$ cat config.mk
export PLATFORM = sky130hd
export DESIGN_NAME = ibex_register_file_remap
export DESIGN_NICKNAME = d
export VERILOG_FILES = /design/src/rtl/ibex_register_file_remap.sv
export SDC_FILE = /design/constraint.sdc
export NUM_CORES = 2
export LEC_CHECK = 0
export CORE_MARGIN = 1
export CORE_UTILIZATION = 45
export CTS_CLUSTER_SIZE = 28
export DETAILED_ROUTE_END_ITERATION = 12
export PLACE_DENSITY = 0.71
export SLEW_MARGIN = 30
export SYNTH_ARGS = -nofsm -noshare
export SYNTH_HDL_FRONTEND = slang
export SYNTH_SLANG_ARGS = --single-unit
export TNS_END_PERCENT = 10
$ cat constraint.sdc
create_clock -name clk_i -period 7.3 [get_ports clk_i]
set_clock_uncertainty 0.05 [all_clocks]
set_input_delay 0.73 -clock clk_i [delete_from_list [all_inputs] [get_ports clk_i]]
set_output_delay 0.73 -clock clk_i [all_outputs]
set_load 0.02 [all_outputs]
$ cat src/rtl/ibex_register_file_remap.sv
// Renaming flip-flop register file: writes land in a fresh physical register and the old one is scrubbed.
// Define REGFILE_SCRUB_RANDOM_EN to scrub with LFSR data instead of WordZeroVal.
module ibex_register_file_remap #(
    parameter bit                    RV32E       = 1'b0,
    parameter int unsigned           DataWidth   = 32,
    parameter int unsigned           NumSpare    = 2,
    parameter int unsigned           NumRead     = 2,
    parameter logic [DataWidth-1:0]  WordZeroVal = '0
) (
    input  logic                           clk_i,
    input  logic                           rst_ni,
    input  logic [NumRead*5-1:0]           raddr_i,
    output logic [NumRead*DataWidth-1:0]   rdata_o,
    input  logic [4:0]                     waddr_a_i,
    input  logic [DataWidth-1:0]           wdata_a_i,
    input  logic                           we_a_i,
    output logic                           scrub_busy_o,
    output logic [3:0]                     free_cnt_o,
    output logic                           err_o
);

    localparam int unsigned NA = RV32E ? 16 : 32;
    localparam int unsigned NP = NA + NumSpare;
    localparam int unsigned PW = $clog2(NP);
    localparam int unsigned AW = RV32E ? 4 : 5;
    localparam int unsigned QW = (NumSpare > 1) ? $clog2(NumSpare) : 1;

    logic [PW-1:0]        map_q [NA];
    logic [DataWidth-1:0] phys_q [1:NP-1];
    logic [PW-1:0]        free_q [NumSpare];
    logic [PW-1:0]        ret_q [NumSpare];
    logic [QW-1:0]        free_head_q, free_tail_q, ret_head_q, ret_tail_q;
    logic [3:0]           free_cnt_q, ret_cnt_q;
    logic                 err_q;

    logic [AW-1:0]        waddr;
    logic                 wr_en, scrub_en, alias_hit, err_set;
    logic [PW-1:0]        alloc_idx, old_idx, scrub_idx;
    logic [DataWidth-1:0] scrub_val;
    logic [AW-1:0]        rd_addr [NumRead];
    logic [PW-1:0]        rd_idx [NumRead];

    logic unused_addr_bits;
    assign unused_addr_bits = ^{waddr_a_i, raddr_i};

    function automatic logic [QW-1:0] ptr_inc(input logic [QW-1:0] p);
        return (p == QW'(NumSpare - 1)) ? '0 : p + 1'b1;
    endfunction

    // we_a_i is a one-cycle strobe with no back-pressure: a spare is always free.
    assign waddr     = waddr_a_i[AW-1:0];
    assign wr_en     = we_a_i && (waddr != '0);
    assign scrub_en  = (ret_cnt_q != 4'd0);
    assign alloc_idx = free_q[free_head_q];
    assign old_idx   = map_q[waddr];
    assign scrub_idx = ret_q[ret_head_q];

`ifdef REGFILE_SCRUB_RANDOM_EN
    localparam logic [31:0] LfsrPoly = 32'h8020_0003;
    localparam logic [31:0] LfsrSeed = 32'hACE1_2468;
    logic [31:0] lfsr_q;

    always_ff @(posedge clk_i or negedge rst_ni) begin
        if (!rst_ni) begin
            lfsr_q <= LfsrSeed;
        end else if (scrub_en) begin
            lfsr_q <= {1'b0, lfsr_q[31:1]} ^ (lfsr_q[0] ? LfsrPoly : 32'h0);
        end
    end

    always_comb begin
        scrub_val = '0;
        for (int b = 0; b < int'(DataWidth); b++) begin
            scrub_val[b] = lfsr_q[b % 32];
        end
    end
`else
    assign scrub_val = WordZeroVal;
`endif

    // Any map entry already pointing at the allocated register means the pools are corrupt.
    always_comb begin
        alias_hit = 1'b0;
        for (int i = 0; i < int'(NA); i++) begin
            if (map_q[i] == alloc_idx) alias_hit = 1'b1;
        end
    end

    assign err_set = (wr_en && (free_cnt_q == 4'd0)) ||
                     (wr_en && alias_hit) ||
                     (scrub_en && !wr_en && (free_cnt_q == 4'(NumSpare))) ||
                     (wr_en && !scrub_en && (ret_cnt_q == 4'(NumSpare)));

    always_ff @(posedge clk_i or negedge rst_ni) begin
        if (!rst_ni) begin
            for (int i = 0; i < int'(NA); i++) map_q[i] <= PW'(i);
            for (int i = 0; i < int'(NumSpare); i++) begin
                free_q[i] <= PW'(int'(NA) + i);
                ret_q[i]  <= '0;
            end
            free_head_q <= '0;
            free_tail_q <= '0;
            ret_head_q  <= '0;
            ret_tail_q  <= '0;
            free_cnt_q  <= 4'(NumSpare);
            ret_cnt_q   <= 4'd0;
            err_q       <= 1'b0;
        end else begin
            if (wr_en) begin
                map_q[waddr]        <= alloc_idx;
                free_head_q         <= ptr_inc(free_head_q);
                ret_q[ret_tail_q]   <= old_idx;
                ret_tail_q          <= ptr_inc(ret_tail_q);
            end
            if (scrub_en) begin
                ret_head_q          <= ptr_inc(ret_head_q);
                free_q[free_tail_q] <= scrub_idx;
                free_tail_q         <= ptr_inc(free_tail_q);
            end
            free_cnt_q <= free_cnt_q + {3'd0, scrub_en} - {3'd0, wr_en};
            ret_cnt_q  <= ret_cnt_q + {3'd0, wr_en} - {3'd0, scrub_en};
            if (err_set) err_q <= 1'b1;
        end
    end

    // Allocated and scrubbed registers are never the same index in one cycle.
    always_ff @(posedge clk_i or negedge rst_ni) begin
        if (!rst_ni) begin
            for (int i = 1; i < int'(NP); i++) phys_q[i] <= WordZeroVal;
        end else begin
            for (int i = 1; i < int'(NP); i++) begin
                if (wr_en && (alloc_idx == PW'(i))) begin
                    phys_q[i] <= wdata_a_i;
                end else if (scrub_en && (scrub_idx == PW'(i))) begin
                    phys_q[i] <= scrub_val;
                end
            end
        end
    end

    always_comb begin
        rdata_o = '0;
        for (int k = 0; k < int'(NumRead); k++) begin
            rd_addr[k] = raddr_i[5*k +: AW];
            rd_idx[k]  = map_q[rd_addr[k]];
            if ((rd_addr[k] == '0) || (rd_idx[k] == '0)) begin
                rdata_o[DataWidth*k +: DataWidth] = WordZeroVal;
            end else begin
                rdata_o[DataWidth*k +: DataWidth] = phys_q[rd_idx[k]];
            end
        end
    end

    assign scrub_busy_o = scrub_en;
    assign free_cnt_o   = free_cnt_q;
    assign err_o        = err_q;

endmodule

After elaboration in Yosys (flattened, before gate mapping). Index checks and enable logic that the tools add are counted. Widths: inputs -> output; s select.

Logic and storage cells: 462. Input port bits: 50. Output and inout bits: 70. Bits in registers: 1285.

Bitwise operators: 9. Add/sub/neg operators: 8. Reduce and logical (&&, ||, !) cells: 123. Eq/ne operators: 100. Magnitude comparators: 12. Muxes and demuxes: 134.

Operators with widths (count): $mux 32 (72); $bmux 32 s6 (2); $bwmux 192 (1); $eq 6x5->1 const B (32); $eq 6x6->1 (32); $eq 6x4->1 const B (16); $bmux 6 s5 (3); $mux 6 (15); $logic_and 1x1->1 (76); $reduce_bool 2->1 (33); $eq 6x3->1 const B (8); $mux 1 (36); $demux 6 s5 (1); $bwmux 12 (2); $eq 6x2->1 const B (4); $eq 6x6->1 const B (4); $ge 6x6->1 const B (3); $not 5->6 (3); $ge 7x7->1 const B (2); $not 6->7 (2); $demux 6 s1 (2); $eq 6x1->1 const B (2); $logic_not 6->1 (2); $logic_not 5->1 (2); 13 further kinds (31).

Logic depth before layout (Yosys ltp).
Word-level depth: 41. Mapped depth: 18. Depth with buffers taken out: 10.

Worst setup path before layout. OpenSTA, ideal clock, no wires.

Path kind: input to output. From: input raddr_i[5]. To: output rdata_o[39]. Setup slack: 2.607 ns. Arrival time: 3.913 ns. Path buffers: 9. Stages: 17. Required time: 6.520 ns. Path through: buf_4 > buf_6 > buf_4 > buf_2 > buf_2 > mux2i_1 > a22oi_1 > nand3_1 > and4_1 > buf_2 > clkbuf_1 > clkbuf_1 > clkbuf_1 > nand2_1 > a21oi_1 > nand2_1 > o22ai_1.

Word-level cells in the longest chain between the ends: 9. Elaborated cells between the ends (all ways): 12. Those cells by class: mux (7); bitwise (2); reduce/logical (3).

RTL lines: start, declared (RTL line 12) `input logic [NumRead*5-1:0] raddr_i,`; $not 5->6 (implied by the code) (RTL line 145) `rd_idx[k] = map_q[rd_addr[k]];`; $bmux 6 s5 (RTL line 145); $mux 6 (implied by the code) (2 in a row) (RTL line 145); $not 6->7 (implied by the code) (RTL line 149) `rdata_o[DataWidth*k +: DataWidth] = phys_q[rd_idx[k]];`; $bmux 32 s6 (RTL line 149); $mux 32 (implied by the code) (2 in a row) (RTL line 149); $mux 32 (*) (RTL line 146) `if ((rd_addr[k] == '0) || (rd_idx[k] == '0)) begin`; end, declared (RTL line 13) `output logic [NumRead*DataWidth-1:0] rdata_o,`.

Every way passes the cells marked *; elsewhere a longest branch is shown, timed or not. The select of a mux whose other input is x is not followed.

Worst setup path in the final report.
From: input raddr_i[3]. To: output rdata_o[19].

The elaborated chain is that of the path after synthesis.

==> results.toml <==
[sta]
max_slew_margin_pct = 22.39
setup_violations = 0
worst_pin_slew_ns = 1.149
slew_viol_final = 0
final_hold_viol_count = 0
finalCriticalPeriod_ns = 6.900
timing.fmax_mhz = 144.9
tns_ns = 0
worst_slack_ns = 0.3996
rsz0062_at_grt = "false"
finalCritPeriodShare_pct = 94.53

[synth]
syn-num-nets = 7522
synthesis.area_um2 = 72820
ys_seq_area_share_pct = 44.30
netlist_instances = 7459
ys_seq_elements = 1285
synth_compound_area_share_pct = 22.04
synth-edff-count = 0
synth_top_family_by_area = "compound AO/OA/AOI/OAI gates"
yosysUniqueCellTypes = 67
synth_warnings = 0
synth.area.mux_share_pct = 13.35
synth_area_per_cell_um2 = 9.763
yosys_most_used_dff = "dfrtp_1"
yosys.area_share.simple_pct = 13.11
async_flop_share_pct = 100.0
synth_fa_ha_area_share_pct = 0.2440
synth_xor_area_share_pct = 2.393

[global_route]
grt_pass1_vias = 65340
grt_first_pass_wirelength_um = 449800
globalRouteTotalUtil_pct = 36.97
grt_antenna_before_repair = 17
grt_remaining_overflow = 0
grt_max_degree = 170

[worst_setup_path]
cp_slowest_cell = "clkdlybuf4s50_1"
start_kind = "input port"
cp_top_family = "buffers and inverters"
path_buf_inv = 4
cp_cell_sequence = "clkdlybuf4s50_1 -> buf_4 -> nor2b_1 -> nand3_1 -> nand4_1 -> nand2_2 -> buf_4 -> o221ai_1 -> o22ai_1 -> o21ai_0 -> and4_1 -> clkdlybuf4s50_1"
cp_max_fo = 42
required_ns = 6.52
worstSetupPathType = "input port to output port"
slowest_delay_ns = 0.82
arrival_ns = 6.12
critPathCaptureType = "output port"

[die]
core_um2 = 160600
dieHeight_um = 404.3
start_util_pct = 45.35
dieArea_um2 = 163400
dieWidth_um = 404.3
num_io_pins = 120
rows = 147

[flow_run]
max_cap_viol_count = 0

[clocking]
clockRootBuffer = "clkbuf_16"
cts_max_path_buffers = 3
cts-buffers-inserted = 140
htree_levels = 4
clk_pin_slew_ns = 0.05
clkLatencyLatePin_ns = 0.79
clkSinkCount = 1285
cts_tree = "done"
post_cts_buffers = 0

[cells_and_area]
layout_common_cells = "dfrtp_1, a22o_1, nand2_1"
syn2layout_area_growth_pct = 13.04
final_common_cell = "dfrtp_1"
n_fill_cell = 14180
finalNetCount = 7297
drive_above_1_share_pct = 12.92

[status]
status = "complete, no violations"

[pwr]
peakVddDrop_uv = 301.1
p_leak_uw = 0.03580
powerDensity_nw_per_um2 = 485.1
power.total_uw = 39930

[placement]
place_ws_ns = 0.8413
dpl.hpwl_um = 194000
io_buffer_count = 119
routabilityCongestion = 1.081

[route]
drtAntennaViolNets = 0
drtPass1Iterations = 9
viasPerCell = 7.155
wire_per_inst_um = 32.47
dr_total_vias = 68070
routed_wl_um = 308900
drcViolationCount = 0
initialDrtViolationCount = 12140

[hold_path]
min_path_type = "input port to flip-flop"
-- state kept, by name, indices dropped and copies added, names as in the netlist, 4 cells and up --
| signal | cells |
|---|---|
| free_q | 12 |
| map_q | 192 |
| ret_cnt_q | 4 |
| phys_q | 1056 |
| free_cnt_o | 4 |
| ret_q | 12 |
-- per-layer routing --
layer | track usage (%) | vias up | wire [µm]
met1 | 46.59 | 33520 | 110400
met2 | 51.73 | 5942 | 126400
met5 | 0.7731 | - | 137
met3 | 15.74 | 1426 | 48820
li1 | - | 27170 | -
met4 | 23.45 | 20 | 23170
-- cell usage after synthesis, types with 82 or more instances --
| master | number | area, µm² |
|---|---|---|
| mux2i_1 | 640 | 6406 |
| a22o_1 | 1112 | 9739 |
| mux4_2 | 134 | 3018 |
| nor2_1 | 330 | 1239 |
| buf_1 | 98 | 367.9 |
| buf_2 | 82 | 410.4 |
| nand3_1 | 550 | 2753 |
| dfrtp_1 | 1201 | 30050 |
| nand2_1 | 1110 | 4167 |
| xnor2_1 | 153 | 1340 |
| a21oi_1 | 438 | 2192 |
| o21ai_0 | 150 | 750.7 |
| dfstp_2 | 84 | 2207 |
| clkbuf_1 | 632 | 2372 |
-- cell families after synthesis --
logic type	after synthesis
XOR/XNOR	199
flip-flops	1285
AND/OR/NAND/NOR	2200
AO/OA/AOI/OAI	2112
buffers and inverters	850
adder cells (fa/ha/maj)	13
multiplexers	800
-- worst min-delay path, cell delays in order --
cell     delay [ns]
buf_2          0.09
o31ai_1        0.07
buf_4          0.18
xnor2_1        0.13
-- cell type report --
class	instances	area [µm²]	share of cell area [%]
antenna	8	20.02	0.02432
clock buffer	211	4184	5.083
clock inverter	43	664.4	0.8071
inverter	31	116.4	0.1414
multi-input combinational	5324	38120	46.31
sequential	1285	32260	39.19
tap	2160	2703	3.283
timing repair buffer	452	4250	5.163
-- path summary, 6_finish.rpt --
kind	from	to	slack [ns]	depth (start not counted)
worst min register to register	map_q[188]	map_q[188]	0.42	0
worst max-delay path	raddr_i[3]	rdata_o[19]	0.40	12
max in group asynchronous	rst_ni	phys_q[415]	5.06	4
min in group asynchronous	rst_ni	phys_q[723]	0.54	2
worst max register to register	free_head_q	err_o	2.49	10
worst min-delay path	waddr_a_i[1]	free_head_q	0.42	4
-- where the power goes --
part	internal, µW	switching (µW)
Sequential	10300	3330
Combinational	7380	11300
Clock	4410	3180
-- through the flow --
step / utilization [%] / hold WS, ns / instances / area (µm²)
after floorplan: - / 0.3844 / 7459 / 72820
final: 51.27 / 0.4152 / 9514 / 82320
after global placement: 47.99 / 0.3936 / 9235 / 77060
after detailed placement: 48.13 / 0.4059 / 9246 / 77280
after CTS: 51.16 / 0.3890 / 9501 / 82140
after global routing: 51.26 / 0.4460 / 9511 / 82310
-- what timing repair did --
item                                   CTS  global route
endpoints found under the hold margin  126             0
gates resized for setup                  0             0
hold buffers                             1             0
Note: power is estimated with default switching activity, not from simulation.
